[config.mk]
export PLATFORM = sky130hd
export DESIGN_NAME = pool2x2_stream
export DESIGN_NICKNAME = d
export VERILOG_FILES = /design/src/rtl/pool2x2_stream.sv
export SDC_FILE = /design/constraint.sdc
export NUM_CORES = 1
export LEC_CHECK = 0
export BUFFER_PORTS_ARGS = -buffer_cell sky130_fd_sc_hd__buf_2
export CAP_MARGIN = 30
export CORE_ASPECT_RATIO = 0.9
export CORE_MARGIN = 3
export CORE_UTILIZATION = 60
export CTS_BUF_LIST = sky130_fd_sc_hd__clkbuf_8
export DETAILED_ROUTE_END_ITERATION = 12
export PLACE_DENSITY = 0.89
export REMOVE_ABC_BUFFERS = 1
export SLEW_MARGIN = 30
export SYNTH_ARGS = -nofsm -noshare
export SYNTH_HDL_FRONTEND = slang
export SYNTH_SLANG_ARGS = --single-unit
[constraint.sdc]
create_clock -name i_clk -period 2.95 [get_ports i_clk]
set_input_delay 0 -clock i_clk [delete_from_list [all_inputs] [get_ports i_clk]]
set_output_delay 0 -clock i_clk [all_outputs]
set_load 0.02 [all_outputs]
[src/rtl/pool2x2_stream.sv]
// pool2x2_stream
//   Streaming 2x2 / stride-2 signed max pooling over an FM_W x FM_H
//   feature map delivered in row-major raster order, one sample per
//   accepted cycle, with no backpressure.
//
//   Even rows fold each horizontal pair into a line buffer of FM_W/2
//   entries. Odd rows fold their horizontal pair against that entry and
//   emit the 2x2 max one clock after the bottom-right sample is accepted.
//
// Ports
//   i_clk         clock, rising edge
//   i_rst_n       async active-low reset (deassertion synchronised inside)
//   i_flush       sync frame restart; overrides same-cycle i_valid
//   i_valid       i_data holds a conv sample this cycle
//   i_data        signed sample, DW bits
//   o_valid       o_data holds a pooled result this cycle (1-cycle pulse)
//   o_data        signed 2x2 max; holds its value while o_valid=0
//   o_frame_done  pulse with the last pooled output of a frame

`ifndef DW
`define DW 16
`endif

module pool2x2_stream #(
    parameter int DW   = `DW,
    parameter int FM_W = 8,
    parameter int FM_H = 8
) (
    input  logic                 i_clk,
    input  logic                 i_rst_n,
    input  logic                 i_flush,
    input  logic                 i_valid,
    input  logic signed [DW-1:0] i_data,
    output logic                 o_valid,
    output logic signed [DW-1:0] o_data,
    output logic                 o_frame_done
);

    localparam int CW = (FM_W > 2) ? $clog2(FM_W) : 1;
    localparam int RW = (FM_H > 2) ? $clog2(FM_H) : 1;
    localparam int LN = FM_W / 2;
    localparam int LW = (LN > 1) ? $clog2(LN) : 1;

    localparam logic [CW-1:0] COL_LAST = CW'(FM_W - 1);
    localparam logic [RW-1:0] ROW_LAST = RW'(FM_H - 1);

    function automatic logic signed [DW-1:0] smax(
        input logic signed [DW-1:0] a,
        input logic signed [DW-1:0] b
    );
        return (a > b) ? a : b;
    endfunction

    // Reset asserts immediately, releases two clocks after i_rst_n rises.
    logic [1:0] rst_sync;
    logic       rst_n_int;

    always_ff @(posedge i_clk or negedge i_rst_n) begin
        if (!i_rst_n) rst_sync <= 2'b00;
        else          rst_sync <= {rst_sync[0], 1'b1};
    end

    assign rst_n_int = rst_sync[1];

    logic [CW-1:0]        col;
    logic [RW-1:0]        row;
    logic signed [DW-1:0] pair_q;
    logic signed [DW-1:0] linebuf [LN];

    logic                 accept;
    logic                 col_odd, row_odd, col_last, row_last;
    logic [LW-1:0]        lb_idx;
    logic signed [DW-1:0] hmax, vmax;

    assign accept   = i_valid && !i_flush;
    assign col_odd  = col[0];
    assign row_odd  = row[0];
    assign col_last = (col == COL_LAST);
    assign row_last = (row == ROW_LAST);
    assign lb_idx   = LW'(col >> 1);
    assign hmax     = smax(pair_q, i_data);
    assign vmax     = smax(hmax, linebuf[lb_idx]);

    always_ff @(posedge i_clk or negedge rst_n_int) begin
        if (!rst_n_int) begin
            col          <= '0;
            row          <= '0;
            pair_q       <= '0;
            o_valid      <= 1'b0;
            o_frame_done <= 1'b0;
            o_data       <= '0;
        end else if (i_flush) begin
            // Partial window is abandoned: counters restart at (0,0); the
            // stale pair/line-buffer values are overwritten before use.
            col          <= '0;
            row          <= '0;
            o_valid      <= 1'b0;
            o_frame_done <= 1'b0;
        end else begin
            o_valid      <= accept && row_odd && col_odd;
            o_frame_done <= accept && row_last && col_last;
            if (accept) begin
                if (!col_odd)           pair_q <= i_data;
                if (row_odd && col_odd) o_data <= vmax;
                if (col_last) begin
                    col <= '0;
                    row <= row_last ? '0 : row + 1'b1;
                end else begin
                    col <= col + 1'b1;
                end
            end
        end
    end

    // Line buffer carries no reset: every entry is rewritten on the even
    // row before the odd row reads it.
    always_ff @(posedge i_clk) begin
        if (accept && col_odd && !row_odd) linebuf[lb_idx] <= hmax;
    end

endmodule

==> results.toml <==
[synthesis]
ys_seq_area_frac = 0.5812
synth_edf_count = 64
synth_area_mm2 = 0.005115
ys_types = 41
syn_avg_cell_area_um2 = 13.46
synthFlopType = "edfxtp_1"
yosys_register_bits = 106
async_reset_ff_frac = 0.3962
synth_warnings = 0
syn-instance-count = 380

[timing]
worst_pin_slew_ns = 0.7640
period_needed_ns = 4.713
clock-skew-final_ns = 0.01557
final_max_slew_viol_count = 0
slew_headroom = 0.4888
period_share = 1.598
max_freq_mhz = 212.2
worst_slack_ns = -1.763
rsz0062_at_grt = "yes"
finalSetupViolCount = 64
hold_violations = 0
hold_slack_ns = 0.03137

[finish]
synthToLayoutAreaGrowth_pct = 40.29
mostFrequentLayoutCells = "buf_4, edfxtp_1, dfrtp_1"
layout.filler_cells = 335
nNetsFinal = 596
final_cell_area_mm2 = 0.007176
final_common_cell = "buf_4"
multi_input_area_mm2 = 0.002360
final_layout_size_suffix_gt1_frac = 0.4661
ff_latch_area_mm2 = 0.002974
antennaDiodeCount = 0
fin_util = 0.8768

[die]
die_area_mm2 = 0.009670
die_w_um = 103.3
io-pin-count = 38
start_util = 0.6250
die_h_um = 93.59
rows = 31
coreArea_mm2 = 0.008184

[setup_path]
cp_top_family = "compound AO/OA/AOI/OAI gates"
crit_path_end_kind = "register"
arrival_ns = 5.00
path_cells = "ha_4 > buf_6 > nand4_1 > nor3_1 > a2111o_1 > a211oi_2 > mux2i_2 > buf_6 > buf_12 > mux2i_4 > inv_2 > ha_4 > a21o_1 > a21o_1 > a21o_1 > a2111o_1 > o211ai_4 > buf_8 > nand3_1 > o211ai_1"
critical_path_class = "reg -> reg"
required_ns = 3.24
crit_path_max_incr_delay_ns = 0.45
start_kind = "register"
path_buf_inv = 5
cp_slowest_cell = "a2111o_1"
crit_top_cell = "a21o_1"
critPathMaxFanout = 8

[clock_tree]
clk_latency_ns = 0.39
clock-root-buffer = "clkbuf_8"
cts_tree = "done"
cts_buffer_depth = 2
cts.clk_slew.worst_paths_ns = 0.11
cts.sink_count = 106
numCtsBuffers = 9
htree_levels = 3

[global_route]
grt_pass1_wl_um = 23920
antenna_found_initial = 0
grtUsageTotal = 0.3419
grt_max_degree = 41
grt_pass1_vias = 4377
gr-total-overflow = 0

[detailed_routing]
drtPass1Iterations = 7
wl_um = 17810
wl_per_cell_um = 26.99
dr_wl_met2_um = 8743
route.detailed.drc = 0
met3_length_um = 1674
highest_layer = "met4"
m1WireLength_um = 5777
ant_nets = 0
routed_via_density = 6.603
drtIter0Drc = 441
num_vias = 4358

[status]
status = "finished, violations left"
failed_checks = "negative setup slack"

[min_path]
hp-class = "in -> reg"

[power]
vdd_drop_max_v = 0.0004945
power_leakage_uw = 0.003057
power.density_mw_per_mm2 = 651.0

[placement]
gp_congestion = 0.9376
placed_area_mm2 = 0.006018
hpwl_um = 8252
io_buffers = 37
post-place-ws_ns = -1.801

[flow_run]
max-cap-violations = 0
[cells in the mapped netlist, types with 2 or more instances]
cell	n	area share
dfrtp_1	42	0.21
nor2_1	8	0.0059
a21oi_1	12	0.012
a2111o_1	2	0.0044
buf_2	2	0.0020
mux4_2	16	0.070
nor3_1	4	0.0039
o21ai_0	3	0.0029
inv_1	48	0.035
a21o_1	7	0.010
ha_1	36	0.088
nand4_1	6	0.0073
o211ai_1	17	0.025
buf_1	3	0.0022
nand2_1	27	0.020
nor3b_1	3	0.0044
mux2i_1	19	0.037
clkbuf_1	6	0.0044
edfxtp_1	64	0.38
mux2_2	15	0.033
nand3_1	19	0.019
nor2b_1	2	0.0024
[through the flow]
step / TNS, ns / power [µW] / instances
after floorplan: -49.71 / 2332 / 367
after global placement: -24.22 / 2809 / 597
after detailed placement: -29.93 / 2865 / 597
after CTS: -21.19 / 4102 / 646
after global routing: -39.59 / 4781 / 660
final: -34.01 / 4671 / 660
[state kept, by name, indices dropped and copies added (netlist names)]
signal,flops
o_valid,1
o_frame_done,1
col,3
linebuf,64
row,3
rst_sync,2
pair_q,16
o_data,16
[worst paths after layout]
check | start | to | slack [ns] | depth (start not counted)
worst max register to register | pair_q[13]$_DFFE_PN0P_ | o_data[1]$_DFFE_PN0P_ | -1.76 | 20
worst min register to register | rst_sync[1]$_DFF_PN0_ | o_data[5]$_DFFE_PN0P_ | 0.20 | 0
worst max-delay path | pair_q[13]$_DFFE_PN0P_ | o_data[1]$_DFFE_PN0P_ | -1.76 | 20
max in group asynchronous | rst_sync[1]$_DFF_PN0_ | row[0]$_DFFE_PN0P_ | 2.27 | 1
worst min-delay path | i_data[12] | pair_q[12]$_DFFE_PN0P_ | 0.03 | 3
min in group asynchronous | rst_sync[1]$_DFF_PN0_ | o_data[5]$_DFFE_PN0P_ | 0.20 | 0
[what timing repair did]
action | CTS | global route
setup endpoints to repair | 60 | 72
cloned | 2 | 0
gates resized for setup | 54 | 47
pin swaps | 31 | 24
hold buffers | 19 | 0
buffers inserted | 13 | 17
hold endpoints to repair | 23 | 0
[worst min-delay path, stage by stage]
cell and delay (ns):
buf_2 0.11, buf_4 0.14, mux2_2 0.15
[per-layer routing]
metal,vias up,global-route usage
met4,0,0.1661
met1,2108,0.4211
met3,143,0.07681
li1,1721,-
met5,-,0
met2,386,0.5668
[report_power, final]
group | switching (µW) | leakage [µW] | total, µW | internal, µW
Combinational | 963 | 0.00184 | 1990 | 1030
Clock | 528 | 0.0000970 | 919 | 392
Sequential | 48.6 | 0.00112 | 1760 | 1710
[cell type report]
cell class,instances,area share
Tap cell,115,0.02005
Sequential cell,106,0.4145
Timing Repair Buffer,161,0.1838
Multi-Input combinational cell,213,0.3289
Clock inverter,7,0.009590
Inverter,49,0.02598
Clock buffer,9,0.01726
[logic make-up (layout without fill, tap and decap cells)]
group                    Yosys count  count (layout)  share of synthesized area
multiplexers                      51              51                     0.1433
flip-flops                       106             106                     0.5812
adder cells (fa/ha/maj)           36              36                    0.08806
AO/OA/AOI/OAI                     47              47                    0.06531
AND/OR/NAND/NOR                   77              78                    0.07364
buffers and inverters             62             226                    0.04770
other                              1               1                  0.0007332
No activity file was read; power rests on OpenSTA's default activity.
